[config.mk]
export PLATFORM = sky130hd
export DESIGN_NAME = pulse_period_monitor
export DESIGN_NICKNAME = d
export VERILOG_FILES = /design/src/rtl/pulse_period_monitor.sv
export SDC_FILE = /design/constraint.sdc
export NUM_CORES = 1
export LEC_CHECK = 0
export BUFFER_PORTS_ARGS = -buffer_cell sky130_fd_sc_hd__buf_2
export CAP_MARGIN = 5
export CORE_MARGIN = 2
export CORE_UTILIZATION = 61
export DETAILED_ROUTE_END_ITERATION = 8
export PLACE_DENSITY = 0.83
export REMOVE_ABC_BUFFERS = 1
export SETUP_SLACK_MARGIN = 0.05
export SLEW_MARGIN = 30
export SYNTH_ARGS = -nofsm -noshare
export SYNTH_HDL_FRONTEND = slang
export SYNTH_SLANG_ARGS = --single-unit
[constraint.sdc]
create_clock -name clk -period 4.2 [get_ports clk]
set_input_delay 0.42 -clock clk [delete_from_list [all_inputs] [get_ports clk]]
set_output_delay 0.42 -clock clk [all_outputs]
set_load 0.01 [all_outputs]
[src/rtl/pulse_period_monitor.sv]
//------------------------------------------------------------------------------
// pulse_period_monitor: learns the spacing of single-cycle event strobes,
// locks onto a stable period and flags missed/early pulses with a sticky error.
// Revision: 1.0
//------------------------------------------------------------------------------
`default_nettype none

module pulse_period_monitor #(
  parameter int CNT_W  = 4,
  parameter int LOCK_N = 2,
  parameter int EVC_W  = 8
) (
  input  logic             clk,
  input  logic             reset,
  input  logic             ev_i,
  input  logic             clr_i,
  output logic             locked_o,
  output logic [CNT_W-1:0] period_o,
  output logic             err_o,
  output logic [EVC_W-1:0] ev_cnt_o,
  output logic [1:0]       state_o
);

  typedef enum logic [1:0] {
    S_IDLE    = 2'd0,
    S_MEASURE = 2'd1,
    S_LOCKED  = 2'd2
  } state_e;

  localparam logic [CNT_W-1:0] GAP_MAX  = '1;
  localparam logic [CNT_W-1:0] GAP_ONE  = CNT_W'(1);
  localparam logic [EVC_W-1:0] EVC_MAX  = '1;
  localparam logic [3:0]       LOCK_CNT = 4'(LOCK_N);

  state_e           state_q, state_d;
  logic [CNT_W-1:0] gap_q, gap_d;
  logic [CNT_W-1:0] cand_q, cand_d;
  logic [3:0]       match_q, match_d;
  logic             locked_q, locked_d;
  logic [CNT_W-1:0] period_q, period_d;
  logic             err_q, err_d;
  logic [EVC_W-1:0] ev_cnt_q, ev_cnt_d;
  logic             err_set;
  logic [3:0]       match_inc;

  assign match_inc = match_q + 4'd1;

  always_comb begin
    state_d  = state_q;
    cand_d   = cand_q;
    match_d  = match_q;
    locked_d = locked_q;
    period_d = period_q;
    err_set  = 1'b0;

    // An event always starts a fresh interval, including the first one out of IDLE.
    if (ev_i) begin
      gap_d = GAP_ONE;
    end else if (state_q == S_IDLE) begin
      gap_d = '0;
    end else if (gap_q != GAP_MAX) begin
      gap_d = gap_q + GAP_ONE;
    end else begin
      gap_d = gap_q;
    end

    case (state_q)
      S_IDLE: begin
        if (ev_i) begin
          state_d = S_MEASURE;
          match_d = '0;
        end
      end
      S_MEASURE: begin
        if (ev_i) begin
          if (gap_q == GAP_MAX) begin
            match_d = '0;
          end else if (match_q == 4'd0) begin
            cand_d  = gap_q;
            match_d = 4'd1;
          end else if (gap_q == cand_q) begin
            match_d = match_inc;
            if (match_inc == LOCK_CNT) begin
              state_d  = S_LOCKED;
              period_d = cand_q;
              locked_d = 1'b1;
            end
          end else begin
            cand_d  = gap_q;
            match_d = 4'd1;
          end
        end
      end
      S_LOCKED: begin
        // Early pulse restarts gap via the event path above; a missed one lets it run.
        if ((ev_i && (gap_q != period_q)) || (!ev_i && (gap_q == period_q))) begin
          err_set  = 1'b1;
          locked_d = 1'b0;
          period_d = '0;
          state_d  = S_MEASURE;
          match_d  = '0;
        end
      end
      default: begin
        state_d = S_IDLE;
      end
    endcase

    err_d    = err_set | (err_q & ~clr_i);
    ev_cnt_d = (ev_i && (ev_cnt_q != EVC_MAX)) ? ev_cnt_q + EVC_W'(1) : ev_cnt_q;
  end

  always_ff @(posedge clk) begin
    if (!reset) begin
      state_q  <= S_IDLE;
      gap_q    <= '0;
      cand_q   <= '0;
      match_q  <= '0;
      locked_q <= 1'b0;
      period_q <= '0;
      err_q    <= 1'b0;
      ev_cnt_q <= '0;
    end else begin
      state_q  <= state_d;
      gap_q    <= gap_d;
      cand_q   <= cand_d;
      match_q  <= match_d;
      locked_q <= locked_d;
      period_q <= period_d;
      err_q    <= err_d;
      ev_cnt_q <= ev_cnt_d;
    end
  end

  assign locked_o = locked_q;
  assign period_o = period_q;
  assign err_o    = err_q;
  assign ev_cnt_o = ev_cnt_q;
  assign state_o  = state_q;

endmodule

`default_nettype wire

==> results.md, run 1 <==
- Outcome: completed
- Min-delay worst type: input port to register
- Antenna-violating nets left: 0
- Row count: 18
- Routed length per instance: 13.8 µm
- Grt total ovfl: 0
- Asr flop ratio synth: 0%
- Clk sinks: 28
- Initial Utilization: 63.9%
- Tmin final: 1.86 ns
- Worst skew pair latency: between 0.3 and 0.4 ns
- Die height: about 55 µm
- Slowest cell delay on critical path: 0.47 ns
- Most frequent cell after synthesis: dfxtp_1
- Initial DRC count: 28
- Clock power frac: 35.4%
- Crit path max fanout: 7
- Post-synth EDFFs: 0
- Synth unique cells: 44
- Cell count after synthesis: 177
- Area grow syn2layout: 7.11%
- Avg Cell Area, Syn: 8.94 µm²
- Flop pwr share: 55.0%
- R2r endpoint: period_o[0]$_SDFFE_PN0P_
- Mapped Area: approximately 0.0016 mm²
- Share of layout cells above drive strength 1: 22.6%
- CTS Hold Bufs: 0
- Worst Tran Pin Value: 0.580 ns
- Placer Congestion: between 0.7 and 0.8
- DIE AREA: 0.00302 mm²
- IR Drop Worst-Case VDD: 0.203 mV
- Biggest area consumer among synthesized cells: dfxtp_1
- N_diodes: 0
- Final setup fails: 0
- Fmax: 536 MHz
- Cell Chain, Critical Path: inv_1, ha_1, nor4_1, nand2_1, a211o_2, o21ai_2, o22ai_1
- R2r setup slk: 2.34 ns
- Internal: around 0.39 mW
- Crit start category: register
- Max-slew violation count: 0
- Drt total wl: 3030 µm
- Post-CTS Setup Inserts: 0
- Hold path startpoint: clr_i
- Vias: 1,267
- Critical path arrival: 2.11 ns
- RR Startpoint: match_q[0]$_SDFFE_PN0P_
- Final TNS setup: 0 ns
- Crit share post-route: 44.4%
- Global-route wire length before repair: 4970 µm
- Clk slew on worst S/H paths: 0.16 ns
- Nets: 200
- Final hold slack: 0.393 ns
- Top FF cell, synth: dfxtp_1
- Vias in the first global route: 1,149
- IO Port Bufs: 19
- Drt drc: 0
- Slew margin rel.: 61.0%
- Combinational cell fraction of total power: 9.6%
- CP Capture Type: register
- Slowest cell on the critical path: dfxtp_1
- Max-Cap Viols: 0
- DPL Wire Length: 2300 µm
- Sw Pwr: 0.120 mW
- DR pass1 iterations: 6
- Fin. Hold Viols: 0
- Clock Skew: 0.00861 ns
- Top-area cell type share of the netlist area: 35.4%
- CTS H-tree lvls: 1
- Post-cts sizing count: 0
- Top-level I/O count: 20
- RSZ-0062 raised after global routing: false
- All-layer global routing usage: 22.7%
- Crit Path Class: register to register
- Largest net degree at the start of global routing: 20
- Via/cell ratio: 5.76
- WP data required: roughly 4.4 ns
- Width of the die: 54.9 µm
- Leak: approximately 0.63 nW
- Synth area leaders: dfxtp_1 (35%), xnor2_2 (8.2%), nand2_1 (5.9%)
- Synth warn: 0
- Reg2Reg Depth: 7
- Sw Share: 23.7%
- Core Footprint: 0.00248 mm²
- Worst Hold End: err_o$_SDFF_PN0_
- Pwr Density: 299 mW/mm²
- WHS Path Cells: 3
- Yosys reg bits: 28
- Sequential area share after synthesis: a little over a third
- CTS root buffer: clkbuf_4
- CTS tree: yes
- Initial antenna violation count: 0
- Synth cell count leaders: dfxtp_1 (28), nand2_1 (25), nor2_1 (18)
- Clock Path Buffers: 2
- TritonCTS Buffers: 3
## layout make-up
| class | instances | area, µm² |
|---|---|---|
| fillers | 204 | 782 |
| inverters | 6 | 22.5 |
| well taps | 30 | 37.5 |
| flip-flops and latches | 28 | 561 |
| repair buffers | 19 | 95.1 |
| clock buffers | 3 | 22.5 |
| multi-input cells | 133 | 927 |
| clock inverters | 1 | 30.0 |
## layout by cell type (no fill, tap or decap), types with 4 or more instances in the layout
cell / count
dfxtp_1: 28
xnor2_2: 8
ha_1: 5
nand3_1: 11
nand2_1: 25
buf_2: 19
nor2_1: 18
o22ai_1: 5
a21oi_1: 10
nor3_1: 4
xor2_1: 5
inv_1: 5
## sequential cells by signal, summed over array words and instances (netlist names)
register	cells
ev_cnt_o	8
locked_o	1
period_o	4
match_q	4
err_o	1
cand_q	4
state_o	2
gap_q	4
## worst max-delay path by stage
stage | start | endpoint | slack (ns)
floorplan | gap_q[0]$_SDFFE_PN0P_ | period_o[0]$_SDFFE_PN0P_ | 2.55
global placement | gap_q[0]$_SDFFE_PN0P_ | period_o[1]$_SDFFE_PN0P_ | 2.43
detailed placement | match_q[0]$_SDFFE_PN0P_ | period_o[0]$_SDFFE_PN0P_ | 2.37
CTS | match_q[0]$_SDFFE_PN0P_ | period_o[0]$_SDFFE_PN0P_ | 2.34
global route | gap_q[0]$_SDFFE_PN0P_ | match_q[3]$_SDFFE_PN0P_ | 2.12
finish | match_q[0]$_SDFFE_PN0P_ | period_o[0]$_SDFFE_PN0P_ | 2.34
## stage by stage
stage | total power, mW | std cells | util, % | worst slack (ns) | instance area, µm²
floorplan | 0.317 | 167 | - | 2.55 | 1510
global placement | 0.330 | 216 | 66.3 | 2.43 | 1640
detailed placement | 0.333 | 216 | 66.3 | 2.37 | 1640
CTS | 0.507 | 220 | 68.4 | 2.34 | 1700
global route | 0.522 | 220 | 68.4 | 2.12 | 1700
finish | 0.507 | 220 | 68.4 | 2.34 | 1700
## critical path: cells and delay by family, from the launching register on
kind | cells | cell delay (ns)
compound gates | 3 | 0.65
flops | 1 | 0.47
buf+inv | 1 | 0.10
simple gates | 2 | 0.30
fa+ha+maj | 1 | 0.24
## cell families after synthesis
logic type | Yosys count | synth area share (%)
XOR/XNOR | 16 | 12.6
AND/OR/NAND/NOR | 78 | 25.3
flip-flops | 28 | 35.4
adder cells (fa/ha/maj) | 5 | 3.95
multiplexers | 4 | 2.77
buffers and inverters | 16 | 6.01
AO/OA/AOI/OAI | 30 | 13.9
## power groups by stage
stage	sequential, mW	clock (mW)	combinational, mW
5_1_grt	0.280	0.188	0.0543
3_3_place_gp	0.284	0	0.0467
6_report	0.279	0.179	0.0486
2_1_floorplan	0.284	0	0.0329
3_5_place_dp	0.284	0	0.0484
4_1_cts	0.279	0.180	0.0489
## per-layer routing
layer	up-vias	global-route usage, %	wire length [µm]
li1	640	-	-
met1	597	26.7	1330
met2	25	42.7	1580
met3	5	3.23	85
met4	0	6.10	32
met5	-	0	0
No activity file was read; power rests on OpenSTA's default activity.
==> run 2: changes to the inputs <==
--- a/config.mk
+++ b/config.mk
@@ -8,9 +8,9 @@
 export BUFFER_PORTS_ARGS = -buffer_cell sky130_fd_sc_hd__buf_2
 export CAP_MARGIN = 5
 export CORE_MARGIN = 2
-export CORE_UTILIZATION = 61
+export CORE_UTILIZATION = 51
 export DETAILED_ROUTE_END_ITERATION = 8
-export PLACE_DENSITY = 0.83
+export PLACE_DENSITY = 0.74
 export REMOVE_ABC_BUFFERS = 1
 export SETUP_SLACK_MARGIN = 0.05
 export SLEW_MARGIN = 30
==> constraint.sdc (replaced) <==
create_clock -name clk -period 1.5 [get_ports clk]
set_input_delay 0.15 -clock clk [delete_from_list [all_inputs] [get_ports clk]]
set_output_delay 0.15 -clock clk [all_outputs]
set_load 0.01 [all_outputs]
==> run 2 against run 1 <==
The flow now finishes with violations (setup timing). Critical path depth unchanged. First-iteration DRC count increased by 96%. Register-to-register slack got worse by 2.4 ns.
==> results.md, run 2 (synthesis results as in run 1) <==
- Outcome: finished, violations left
- Failing checks: setup timing
- Register Area: 582 µm² (+3.8%)
- Worst Tran Pin Value: 0.433 ns (-0.147 ns)
- CTS tree: yes
- RR Startpoint: match_q[1]$_SDFFE_PN0P_
- Hold path startpoint: clr_i
- Min-delay worst type: input port to register
- R2r endpoint: period_o[3]$_SDFFE_PN0P_
- Row count: 20 (+2)
- Placed Cells incl. Taps: 241 (+12%)
- Dpl cell area: 0.00181 mm² (+10%)
- DR pass1 iterations: 4 (-2)
- Final Worst Setup Slack: -0.106 ns (-2.44 ns)
- Pwr Density: 690 mW/mm² (+130%)
- Max-slew violation count: 0 (unchanged)
- Initial Utilization: 52.7% (-11 points)
- N_diodes: 0 (unchanged)
- CTS H-tree lvls: 1 (unchanged)
- Initial DRC count: 55 (+96%)
- Cell Chain, Critical Path: inv_2, buf_4, ha_1, o2111ai_2, a211o_4, o21ai_4, o22ai_1
- Vias: 1,465 (+16%)
- Grt total ovfl: 0 (unchanged)
- Clock Path Buffers: 2 (unchanged)
- Routed length per instance: 15.1 µm (+10%)
- Drt total wl: 3920 µm (+30%)
- Met1 Use GR: 24.1% (-2.6 points)
- CTS root buffer: clkbuf_4
- Clk sinks: 28 (unchanged)
- Worst skew pair latency: 0.34 ns (about the same)
- Reg2Reg Depth: 7 (unchanged)
- Final Non-Filler Cells: 259 (+18%)
- Final core area utilization: 73.6% (+5.1 points)
- RSZ-0062 raised after global routing: true
- IR Drop Worst-Case VDD: 0.407 mV (+100%)
- Flop pwr share: 50.8% (-4.2 points)
- WP data required: 1.75 ns (-2.69 ns)
- Sw Share: 25.5% (+1.8 points)
- All-layer global routing usage: 23.0% (+0.33 points)
- Fmax: 623 MHz (+16%)
- Placer Congestion: 0.795 (+3.5%)
- Via/cell ratio: 5.66 (-1.8%)
- Fin. Hold Viols: 0 (unchanged)
- Commonest non-fill, non-tap cells in the layout: buf_4 (34), nand2_1 (22), buf_2 (19)
- Drt drc: 0 (unchanged)
- Finished Cell Area: 0.00221 mm² (+30%)
- Leak: 0.843 nW (+34%)
- Internal: 1.13 mW (+190%)
- Filler instances: 228 (+12%)
- Slew margin rel.: 71.1% (+10 points)
- Max reg flops: 8 (unchanged)
- Tmin final: 1.61 ns (-0.259 ns)
- Slowest cell delay on critical path: 0.40 ns (-0.07 ns)
- Crit Path Class: register to register
- Slowest cell on the critical path: dfxtp_4
- Vias in the first global route: 1,438 (+25%)
- Nets: 236 (+18%)
- WHS Path Cells: 3 (unchanged)
- Largest net degree at the start of global routing: 19 (-5.0%)
- Crit share post-route: 107% (+63 points)
- IO Port Bufs: 19 (unchanged)
- Initial antenna violation count: 0 (unchanged)
- Share of layout cells above drive strength 1: 49.6% (+27 points)
- Global-route wire length before repair: 6210 µm (+25%)
- Clock power frac: 33.9% (-1.5 points)
- Combinational cell fraction of total power: 15.3% (+5.7 points)
- Area of the multi-input gates: 0.00114 mm² (+23%)
- R2r setup slk: -0.11 ns (-2.44 ns)
- Width of the die: 59.7 µm (+8.7%)
- Met2 Usage GRT: 44.3% (+1.6 points)
- Busiest grt layer: met2
- Clk slew on worst S/H paths: 0.16 ns (about the same)
- Final setup fails: 10 (+10)
- Area grow syn2layout: 39.6%
- DIE AREA: 0.00357 mm² (+18%)
- Core Footprint: 0.00300 mm² (+21%)
- Crit path max fanout: 7 (unchanged)
- Clock Skew: 0.00140 ns (-0.00721 ns)
- Top-level I/O count: 20 (unchanged)
- Crit start category: register
- Die height: 59.7 µm (+8.7%)
- Sw Pwr: 0.389 mW (+220%)
- DPL Wire Length: 2600 µm (+13%)
- Critical path arrival: 1.85 ns (-0.26 ns)
- Commonest non-fill, non-tap cell in the layout: buf_4
- CP Capture Type: register
- Antenna-violating nets left: 0 (unchanged)
- M3 GR Usage: 3.25% (+0.021 points)
- Worst Hold End: err_o$_SDFF_PN0_
- TritonCTS Buffers: 3 (unchanged)
- Max-Cap Viols: 0 (unchanged)
[run 2: power groups by stage]
stage / Combinational [mW] / Sequential (mW) / Clock (mW)
6_report: 0.232 / 0.774 / 0.517
2_1_floorplan: 0.0921 / 0.796 / 0
3_5_place_dp: 0.167 / 0.788 / 0
4_1_cts: 0.213 / 0.775 / 0.513
3_3_place_gp: 0.162 / 0.787 / 0
5_1_grt: 0.250 / 0.777 / 0.544
[run 2: metal layers]
layer | wire length [µm] | part of all wire [%] | vias up
met5 | 0 | 0 | -
met1 | 1550 | 40 | 696
met3 | 125 | 3.2 | 14
met2 | 2100 | 54 | 37
met4 | 139 | 3.5 | 0
li1 | - | - | 718
[run 2: final cells by class]
cell class,instances,share of cell area (%)
sequential,28,26.3
inverter,6,1.02
multi-input combinational,133,51.5
clock inverter,1,1.36
clock buffer,3,1.02
timing repair buffer,55,16.9
tap,33,1.87
[run 2: worst max-delay path, delay by kind of cell, from the launching register on]
kind,cells,cell delay [ns]
adders and majority gates,1,0.19
buffers and inverters,2,0.18
AOI/OAI and AO/OA,4,0.75
DFF,1,0.40
[run 2: repair_timing]
item	in CTS	in global routing
gates resized for setup	35	18
endpoints found under the setup margin	16	19
buffers inserted	10	4
hold buffers	0	0
pin swaps	20	13
[run 2: how the worst max path moves through the flow]
stage	start	endpoint	slack (ns)
global route	match_q[1]$_SDFFE_PN0P_	period_o[2]$_SDFFE_PN0P_	-0.15
global placement	match_q[0]$_SDFFE_PN0P_	period_o[3]$_SDFFE_PN0P_	-0.1
finish	match_q[1]$_SDFFE_PN0P_	period_o[3]$_SDFFE_PN0P_	-0.11
detailed placement	match_q[0]$_SDFFE_PN0P_	period_o[1]$_SDFFE_PN0P_	-0.17
floorplan	gap_q[0]$_SDFFE_PN0P_	period_o[0]$_SDFFE_PN0P_	-0.15
CTS	match_q[1]$_SDFFE_PN0P_	period_o[3]$_SDFFE_PN0P_	-0.06
[run 2: through the flow]
| step | total power, mW | hold slack (ns) | setup slack, ns | TNS, ns |
|---|---|---|---|---|
| 2_1_floorplan | 0.889 | 0.271 | -0.145 | -0.816 |
| 3_3_place_gp | 0.949 | 0.436 | -0.0951 | -0.469 |
| 3_5_place_dp | 0.955 | 0.432 | -0.172 | -1.18 |
| 4_1_cts | 1.50 | 0.131 | -0.0626 | -0.293 |
| 5_1_grt | 1.57 | 0.125 | -0.151 | -1.22 |
| 6_report | 1.52 | 0.123 | -0.106 | -0.585 |
==> run 3: changes to the inputs <==
--- a/config.mk
+++ b/config.mk
@@ -8,9 +8,10 @@
 export BUFFER_PORTS_ARGS = -buffer_cell sky130_fd_sc_hd__buf_2
 export CAP_MARGIN = 5
 export CORE_MARGIN = 2
-export CORE_UTILIZATION = 51
+export CORE_UTILIZATION = 57
 export DETAILED_ROUTE_END_ITERATION = 8
-export PLACE_DENSITY = 0.74
+export PLACE_DENSITY = 0.79
+export RECOVER_POWER = 25
 export REMOVE_ABC_BUFFERS = 1
 export SETUP_SLACK_MARGIN = 0.05
 export SLEW_MARGIN = 30
==> constraint.sdc (replaced) <==
create_clock -name clk -period 1.7 [get_ports clk]
set_input_delay 0.17 -clock clk [delete_from_list [all_inputs] [get_ports clk]]
set_output_delay 0.17 -clock clk [all_outputs]
set_load 0.01 [all_outputs]
==> run 3 against run 2 <==
The run now ends clean. Maximum frequency is 2.6% lower. Clock skew is 0.011 ns higher. First-iteration DRC count is 53% higher. Wire length is 11% lower. Utilization is 4.2 points lower. Critical path type unchanged. Critical endpoint unchanged. Largest power group unchanged. Highest routed layer unchanged.
==> results.md, run 3 (synthesis results as in run 1) <==
- Outcome: completed
- Row count: 19 (-5.0%)
- CTS H-tree lvls: 1 (unchanged)
- Core Footprint: 0.00269 mm² (-11%)
- Filler instances: 223 (-2.2%)
- CP Capture Type: register
- Crit path max fanout: 7 (unchanged)
- CTS tree: yes
- Clock Path Buffers: 2 (unchanged)
- Max-Cap Viols: 0 (unchanged)
- Top-level I/O count: 20 (unchanged)
- Min-delay worst type: input port to register
- DIE AREA: 0.00321 mm² (-9.8%)
- Grt total ovfl: 0 (unchanged)
- Max-slew violation count: 0 (unchanged)
- Share of layout cells above drive strength 1: 29.6% (-20 points)
- RSZ-0062 raised after global routing: true
- Clk slew on worst S/H paths: 0.15 ns (about the same)
- Placer Congestion: 0.873 (+9.8%)
- Tmin final: 1.65 ns (+0.0426 ns)
- DR pass1 iterations: 6 (+2)
- Via/cell ratio: 5.88 (+3.9%)
- Worst Tran Pin Value: 0.403 ns (-0.0301 ns)
- Initial Utilization: 58.9% (+6.2 points)
- WP data required: 1.92 ns (+0.17 ns)
- N_diodes: 0 (unchanged)
- Worst skew pair latency: 0.33 ns (about the same)
- TritonCTS Buffers: 3 (unchanged)
- Final setup fails: 0 (-10)
- Clock Skew: 0.0127 ns (+0.0113 ns)
- Crit Path Class: register to register
- Drt total wl: 3480 µm (-11%)
- Fmax: 607 MHz (-2.6%)
- IO Port Bufs: 19 (unchanged)
- Initial antenna violation count: 0 (unchanged)
- Routed length per instance: 14.9 µm (-1.9%)
- Power, Total: 1.16 mW (-24%)
- Global-route wire length before repair: 5530 µm (-11%)
- Drt drc: 0 (unchanged)
- Crit start category: register
- Max reg flops: 8 (unchanged)
- Vias in the first global route: 1,286 (-11%)
- Critical path arrival: 1.87 ns (+0.02 ns)
- DPL Wire Length: 2390 µm (-8.1%)
- Antenna-violating nets left: 0 (unchanged)
- Clk sinks: 28 (unchanged)
- Final TNS setup: 0 ns (+0.585 ns)
- Die height: 56.7 µm (-5.0%)
- Crit share post-route: 97.0% (-10 points)
- IR Drop Worst-Case VDD: 0.618 mV (+52%)
- Nets: 213 (-9.7%)
- Commonest non-fill, non-tap cells in the layout: nand2_1 (25), dfxtp_1 (23), nor2_1 (18)
- Leak: 0.656 nW (-22%)
- Area grow syn2layout: 17.7%
- Final core area utilization: 69.4% (-4.2 points)
- CTS root buffer: clkbuf_4
- Largest net degree at the start of global routing: 19 (unchanged)
- All-layer global routing usage: 21.5% (-1.6 points)
- Fin. Hold Viols: 0 (unchanged)
- Pwr Density: 623 mW/mm² (-9.7%)
- Initial DRC count: 84 (+53%)
- Commonest non-fill, non-tap cell in the layout: nand2_1
- Vias: 1,375 (-6.1%)
- Width of the die: 56.7 µm (-5.0%)
- Slew margin rel.: 73.0% (+1.9 points)
## run 3: changes by cell type in the layout (fill, tap and decap cells not counted), sizes merged
cell / delta
buf: -34
clkbuf: +12
bufinv: -1
## run 3: repair_timing
action / 4_1_cts / 5_1_grt
hold buffers: 0 / 0
setup buffers: 0 / 3
resized for setup: 4 / 20
hold endpoints to repair: 0 / 0
gates cloned: 0 / 0
pin swaps: 0 / 7
setup endpoints to repair: 9 / 10
## run 3: layer usage
metal / up-vias / wire length, µm / GRT usage [%]
li1: 666 / - / -
met5: - / 0 / 0
met1: 636 / 1430 / 26.4
met4: 0 / 38 / 6.46
met3: 4 / 225 / 4.61
met2: 69 / 1780 / 37.2
## run 3: worst max-delay path, cell delays in order, from the launching register on
cell     delay, ns
dfxtp_4       0.41
inv_4         0.04
ha_4          0.16
nor4_4        0.20
nand2_1       0.13
a211o_4       0.39
o21ai_4       0.11
o22ai_2       0.10
## run 3: area by class of cell
class	instances	area (µm²)	share of cell area, %
repair buffers	32	179	9.60
well taps	31	38.8	2.08
inverters	6	27.5	1.48
flip-flops and latches	28	572	30.7
multi-input cells	133	1010	54.2
clock buffers	4	36.3	1.95
## run 3: report_power, final
part           internal, mW  switching (mW)  leakage, nW
clock network         0.131           0.192       0.0210
registers             0.666          0.0143        0.230
logic                0.0646          0.0917        0.405
total                 0.862           0.298        0.656
## run 3: through the flow
step | hold WS (ns) | cell area [µm²] | setup WS (ns) | instances
after global routing | 0.132 | 1860 | -0.00915 | 234
after global placement | 0.438 | 1720 | 0.0826 | 227
after floorplan | 0.291 | 1510 | 0.0549 | 167
after detailed placement | 0.451 | 1720 | 0.00486 | 227
after CTS | 0.132 | 1770 | 0.0413 | 231
final | 0.138 | 1860 | 0.0518 | 234
## run 3: final timing paths
check,from,endpoint,slack [ns],cells past startpoint
setup / recovery,match_q[1]$_SDFFE_PN0P_,period_o[3]$_SDFFE_PN0P_,0.05,7
hold / removal,clr_i,err_o$_SDFF_PN0_,0.14,3
setup reg to reg,match_q[1]$_SDFFE_PN0P_,period_o[3]$_SDFFE_PN0P_,0.05,7
hold reg to reg,locked_o$_SDFFE_PN0P_,locked_o$_SDFFE_PN0P_,0.47,2
